--- src/rtl/windowed_reg_file_if.sv ---
// Bus bundle for windowed_reg_file. Clock and reset are plain ports on the module.
// master drives the requests and slave is the register file.
interface windowed_reg_file_if #(
  parameter int DATA_W  = 16,
  parameter int ADDR_W  = 2,
  parameter int NUM_WND = 4
);
  localparam int CW = $clog2(NUM_WND);

  // There is no valid/ready pairing. Every input is level-sampled on each rising
  // Clock edge, the file never applies backpressure, and the read outputs follow
  // the read indices combinationally.
  logic              RegWrite;
  logic [ADDR_W-1:0] Write_Wire;
  logic [DATA_W-1:0] Write_Data;
  logic [ADDR_W-1:0] Read1_Wire;
  logic [ADDR_W-1:0] Read2_Wire;
  logic [DATA_W-1:0] Read_Data1;
  logic [DATA_W-1:0] Read_Data2;
  logic              Save;
  logic              Restore;
  logic [CW-1:0]     Cwp;
  logic [CW-1:0]     Depth;
  logic              Overflow;
  logic              Underflow;

  modport master (
    output RegWrite, Write_Wire, Write_Data, Read1_Wire, Read2_Wire, Save, Restore,
    input  Read_Data1, Read_Data2, Cwp, Depth, Overflow, Underflow
  );

  modport slave (
    input  RegWrite, Write_Wire, Write_Data, Read1_Wire, Read2_Wire, Save, Restore,
    output Read_Data1, Read_Data2, Cwp, Depth, Overflow, Underflow
  );
endinterface

--- src/rtl/windowed_reg_file.sv ---
// Register file with overlapping windows. Logical index i maps to the physical
// register (Cwp*STEP + i) mod PHYS. Define RF_BYPASS_EN to forward write data to reads.
module windowed_reg_file #(
  parameter int DATA_W  = 16,
  parameter int ADDR_W  = 2,
  parameter int NUM_WND = 4,
  parameter int STEP    = 2
) (
  input logic                  Clock,
  input logic                  Rst,
  windowed_reg_file_if.slave   bus
);
  localparam int PHYS = NUM_WND * STEP;
  localparam int PW   = $clog2(PHYS);
  localparam int CW   = $clog2(NUM_WND);
  localparam logic [CW-1:0] MAX_DEPTH = CW'(NUM_WND - 1);

  // The index can exceed 2*PHYS when 2**ADDR_W is large against STEP, so a single
  // subtract would not be enough. A real modulo by the constant PHYS is used instead.
  function automatic logic [PW-1:0] phys_idx(input logic [CW-1:0] wnd,
                                             input logic [ADDR_W-1:0] idx);
    int sum;
    sum = int'(wnd) * STEP + int'(idx);
    return PW'(sum % PHYS);
  endfunction

  logic [DATA_W-1:0] mem [PHYS];
  logic [CW-1:0]     cwp_q, cwp_d;
  logic [CW-1:0]     depth_q, depth_d;
  logic              ovf_q, ovf_d;
  logic              unf_q, unf_d;
  logic [PW-1:0]     wr_idx, rd1_idx, rd2_idx;
  logic [DATA_W-1:0] rd1, rd2;

  assign wr_idx  = phys_idx(cwp_q, bus.Write_Wire);
  assign rd1_idx = phys_idx(cwp_q, bus.Read1_Wire);
  assign rd2_idx = phys_idx(cwp_q, bus.Read2_Wire);

  // The write uses the window that is current before the edge. A Save or Restore
  // on the same edge does not change the target of that write.
  always_ff @(posedge Clock or negedge Rst) begin
    if (!Rst) begin
      for (int i = 0; i < PHYS; i++) mem[i] <= '0;
    end else if (bus.RegWrite) begin
      mem[wr_idx] <= bus.Write_Data;
    end
  end

  always_comb begin
    cwp_d   = cwp_q;
    depth_d = depth_q;
    ovf_d   = 1'b0;
    unf_d   = 1'b0;
    if (bus.Save && !bus.Restore) begin
      if (depth_q == MAX_DEPTH) begin
        ovf_d = 1'b1;
      end else begin
        cwp_d   = cwp_q + 1'b1;
        depth_d = depth_q + 1'b1;
      end
    end else if (bus.Restore && !bus.Save) begin
      if (depth_q == '0) begin
        unf_d = 1'b1;
      end else begin
        cwp_d   = cwp_q - 1'b1;
        depth_d = depth_q - 1'b1;
      end
    end
  end

  always_ff @(posedge Clock or negedge Rst) begin
    if (!Rst) begin
      cwp_q   <= '0;
      depth_q <= '0;
      ovf_q   <= 1'b0;
      unf_q   <= 1'b0;
    end else begin
      cwp_q   <= cwp_d;
      depth_q <= depth_d;
      ovf_q   <= ovf_d;
      unf_q   <= unf_d;
    end
  end

  always_comb begin
    rd1 = mem[rd1_idx];
    rd2 = mem[rd2_idx];
`ifdef RF_BYPASS_EN
    if (bus.RegWrite && (rd1_idx == wr_idx)) rd1 = bus.Write_Data;
    if (bus.RegWrite && (rd2_idx == wr_idx)) rd2 = bus.Write_Data;
`endif
  end

  assign bus.Read_Data1 = rd1;
  assign bus.Read_Data2 = rd2;
  assign bus.Cwp        = cwp_q;
  assign bus.Depth      = depth_q;
  assign bus.Overflow   = ovf_q;
  assign bus.Underflow  = unf_q;
endmodule

--- src/flat_wrapper.sv ---
// flat-port wrapper written by rule: the top's interface ports become plain ports
module windowed_reg_file_flat 
#(
  parameter int DATA_W  = 16,
  parameter int ADDR_W  = 2,
  parameter int NUM_WND = 4,
  parameter int STEP    = 2
)
  (Clock, Rst, bus_RegWrite, bus_Write_Wire, bus_Write_Data, bus_Read1_Wire, bus_Read2_Wire, bus_Save, bus_Restore, bus_Read_Data1, bus_Read_Data2, bus_Cwp, bus_Depth, bus_Overflow, bus_Underflow);
  windowed_reg_file_if #(.DATA_W(DATA_W), .ADDR_W(ADDR_W), .NUM_WND(NUM_WND)) bus_i ();
  input logic Clock;
  input logic Rst;
  input wire logic [$bits(bus_i.RegWrite)-1:0] bus_RegWrite;
  input wire logic [$bits(bus_i.Write_Wire)-1:0] bus_Write_Wire;
  input wire logic [$bits(bus_i.Write_Data)-1:0] bus_Write_Data;
  input wire logic [$bits(bus_i.Read1_Wire)-1:0] bus_Read1_Wire;
  input wire logic [$bits(bus_i.Read2_Wire)-1:0] bus_Read2_Wire;
  input wire logic [$bits(bus_i.Save)-1:0] bus_Save;
  input wire logic [$bits(bus_i.Restore)-1:0] bus_Restore;
  output wire logic [$bits(bus_i.Read_Data1)-1:0] bus_Read_Data1;
  output wire logic [$bits(bus_i.Read_Data2)-1:0] bus_Read_Data2;
  output wire logic [$bits(bus_i.Cwp)-1:0] bus_Cwp;
  output wire logic [$bits(bus_i.Depth)-1:0] bus_Depth;
  output wire logic [$bits(bus_i.Overflow)-1:0] bus_Overflow;
  output wire logic [$bits(bus_i.Underflow)-1:0] bus_Underflow;
  assign bus_i.RegWrite = bus_RegWrite;
  assign bus_i.Write_Wire = bus_Write_Wire;
  assign bus_i.Write_Data = bus_Write_Data;
  assign bus_i.Read1_Wire = bus_Read1_Wire;
  assign bus_i.Read2_Wire = bus_Read2_Wire;
  assign bus_i.Save = bus_Save;
  assign bus_i.Restore = bus_Restore;
  assign bus_Read_Data1 = bus_i.Read_Data1;
  assign bus_Read_Data2 = bus_i.Read_Data2;
  assign bus_Cwp = bus_i.Cwp;
  assign bus_Depth = bus_i.Depth;
  assign bus_Overflow = bus_i.Overflow;
  assign bus_Underflow = bus_i.Underflow;
  windowed_reg_file #(.DATA_W(DATA_W), .ADDR_W(ADDR_W), .NUM_WND(NUM_WND), .STEP(STEP)) u_core (.Clock(Clock), .Rst(Rst), .bus(bus_i));
endmodule
--- config.mk ---
export PLATFORM = sky130hd
export DESIGN_NAME = windowed_reg_file_flat
export DESIGN_NICKNAME = d
export VERILOG_FILES = /design/src/rtl/windowed_reg_file_if.sv /design/src/rtl/windowed_reg_file.sv /design/src/flat_wrapper.sv
export SDC_FILE = /design/constraint.sdc
export NUM_CORES = 1
export LEC_CHECK = 0
export BUFFER_PORTS_ARGS = -buffer_cell sky130_fd_sc_hd__buf_2
export CELL_PAD_IN_SITES_DETAIL_PLACEMENT = 1
export CELL_PAD_IN_SITES_GLOBAL_PLACEMENT = 2
export CORE_UTILIZATION = 35
export CTS_CLUSTER_DIAMETER = 100
export DETAILED_ROUTE_END_ITERATION = 10
export PLACE_DENSITY = 0.78
export SYNTH_ARGS = -nofsm -noshare
export SYNTH_HDL_FRONTEND = slang
export SYNTH_SLANG_ARGS = --single-unit
--- constraint.sdc ---
create_clock -name Clock -period 2.5 [get_ports Clock]
set_clock_uncertainty 0.2 [all_clocks]
set_input_delay 0 -clock Clock [delete_from_list [all_inputs] [get_ports Clock]]
set_output_delay 0 -clock Clock [all_outputs]
set_load 0.02 [all_outputs]
==> out/results.ini <==
[status]
outcome=complete, no violations

[die]
die_w_um=146
die_y_um=146
start_util=0.358
core-area_um2=20200
ioPinCount=65
dieArea_um2=21300
rows=52

[setup_path]
cp_max_fo=8
critPathArrivalTime_ns=2.26
crit_path_start_kind=flop
r2r-start=u_core.bus.Cwp[0]
cp.required_ns=2.30
worstSetupPathType=flop to primary output
rrSetupSlack_ns=0.12
setup.worst_path.start=u_core.bus.Cwp[0]
end_kind=primary output

[clock_network]
clkLatencyLatePin_ns=0.42
htree_levels=4
cts_buffers=17
cts_root_buf=clkbuf_16
cts_tree=yes
cts.sinks=134
cts_max_path_buffers=2
clk_pin_slew_ns=0.06

[min_path]
min_path_type=input port to flop
hold_start=bus_Write_Wire[0]

[global_routing]
antenna_found_initial=0
grt_pass1_wl_um=34900
overflow=0
grt_usage=0.217
grt_pass1_vias=5837
grt_max_degree=53

[timing]
relSlewSlack=0.633
min_period_ns=2.46
finalHoldViolCount=0
tightest_slew_ns=0.550
finalHoldWorstSlack_ns=0.0258
rsz0062_at_grt=yes
max_freq_mhz=406
period_share=0.985
tns_ns=0
slew_violations=0
setup_viol=0

[placement]
place_hpwl_um=13900
port-buffer-count=64
gp_congestion=0.731
placed_cells=867

[yosys]
syn_nets=568
ys_seq_elements=134
syn-cell-area_um2=7240
synth-edff-count=0
synth_seq_area_share=0.463
yosysUniqueCellTypes=29
ys_warn_count=0
synth_cells=538
syn_area_per_cell_um2=13.5
synth_ff_type=dfrtp_1
async_flop_share=1.00

[finish]
fill_cells=2065
diodes=0
drive_gt1_frac=0.571
layout.cells.non_filler=930
final_common_cell=mux2_2
fin_util=0.461
areaGrowthSynthToFinish_pct=28.8
final_nets=677
mostFrequentLayoutCells=mux2_2 (191), dfrtp_1 (133), mux2i_1 (64), buf_2 (59), buf_4 (26)

[detailed_routing]
vias_per_cell=5.56
drt_wl_total_um=22000
drt_pass1_iterations=4
final_antenna_net_count=0
avgRoutedWirePerCell_um=23.7
drt_iter0_drc=136
remaining_drc_errors=0
via_count=5173

[pwr]
cellPowerDensity_nw_per_um2=1590
p_leak_nw=4.02
ir_worst_vdd_mv=0.794
p_int_w=0.00870
power_frac_seq=0.283
switching_power_w=0.00611
clkPwrFrac=0.169
combPwrFrac=0.548
p_sw_frac=0.413
p_total_w=0.0148

[run]
drv_cap=0

==> state kept, by name, indices dropped and copies added (netlist names) <==
signal,flops
u_core.bus.Cwp,2
u_core.bus.Depth,2
u_core.bus.Overflow,1
u_core.bus.Underflow,1
u_core.mem,128
==> path summary, 6_finish.rpt <==
check | to | depth (start not counted)
worst max-delay path | bus_Read_Data2[5] | 7
worst min-delay path | u_core.mem[80] | 4
worst max register to register | u_core.mem[97] | 5
worst min register to register | u_core.mem[104] | 1
max in group asynchronous | u_core.mem[79] | 4
min in group asynchronous | u_core.mem[75] | 4
==> power groups by stage <==
| stage | clock network [W] | registers (W) | logic [W] |
|---|---|---|---|
| floorplan | 0 | 0.00387 | 0.00488 |
| global placement | 0 | 0.00402 | 0.00683 |
| detailed placement | 0 | 0.00417 | 0.00709 |
| CTS | 0.00254 | 0.00416 | 0.00792 |
| global route | 0.00264 | 0.00434 | 0.00861 |
| finish | 0.00250 | 0.00419 | 0.00811 |
==> layout make-up <==
cell class                 instances  area, um2  area share
clock inverter                    14        151      0.0162
clock buffer                      18        429      0.0460
multi-input combinational        367       3900       0.418
sequential                       134       3350       0.360
timing repair buffer             127       1150       0.123
tap                              270        338      0.0362
==> critical path: stages (launching register included) <==
cell and delay [ns]:
dfrtp_2 0.45, ha_4 0.36, buf_12 0.12, buf_16 0.12, mux2_2 0.33, o22ai_1 0.19
a221oi_1 0.08, buf_2 0.17
==> kinds of logic (layout without fill, tap and decap cells) <==
| kind of cell | after synthesis | in the layout | share of synthesized area |
|---|---|---|---|
| AO/OA/AOI/OAI | 70 | 70 | 0.0709 |
| XOR/XNOR | 6 | 6 | 0.00934 |
| adder cells (fa/ha/maj) | 3 | 3 | 0.00519 |
| buffers and inverters | 37 | 159 | 0.0320 |
| flip-flops | 134 | 134 | 0.463 |
| multiplexers | 256 | 256 | 0.387 |
| AND/OR/NAND/NOR | 32 | 32 | 0.0322 |
==> synth_stat cells (3+ instances only) <==
| master | number | area (um2) |
|---|---|---|
| mux2i_1 | 64 | 641 |
| nand2b_1 | 5 | 31.3 |
| buf_4 | 6 | 45.0 |
| o21ai_0 | 4 | 20.0 |
| clkbuf_1 | 10 | 37.5 |
| nor2_1 | 4 | 15.0 |
| dfrtp_1 | 134 | 3350 |
| a221oi_1 | 32 | 280 |
| nor2b_1 | 4 | 25.0 |
| ha_1 | 3 | 37.5 |
| buf_2 | 14 | 70.1 |
| buf_6 | 7 | 78.8 |
| o22ai_1 | 32 | 200 |
| mux2_2 | 191 | 2150 |
| nand2_1 | 8 | 30.0 |
==> routing by layer <==
layer  share of wire  global-route usage  up-vias
met5               0                   0        -
met4           0.013              0.0626        0
met3           0.034              0.0361       23
met2            0.51               0.373      100
met1            0.44               0.280     2761
li1                -                   -     2289
==> through the flow <==
| step | cell area (um2) | setup slack (ns) |
|---|---|---|
| 3_5_place_dp | 8080 | 0.253 |
| 6_report | 9320 | 0.0383 |
| 4_1_cts | 9240 | 0.0262 |
| 3_3_place_gp | 8080 | 0.344 |
| 5_1_grt | 9320 | -0.0243 |
| 2_1_floorplan | 7240 | 0.109 |
==> repair_timing <==
action                     in CTS  in global routing
hold endpoints to repair      268                  0
gates cloned                    3                  0
pin swaps                       6                  3
gates resized for setup        31                 15
setup endpoints to repair      30                 14
hold buffers                   23                  0
setup buffers                   6                  0
No activity file was read; power rests on OpenSTA's default activity.
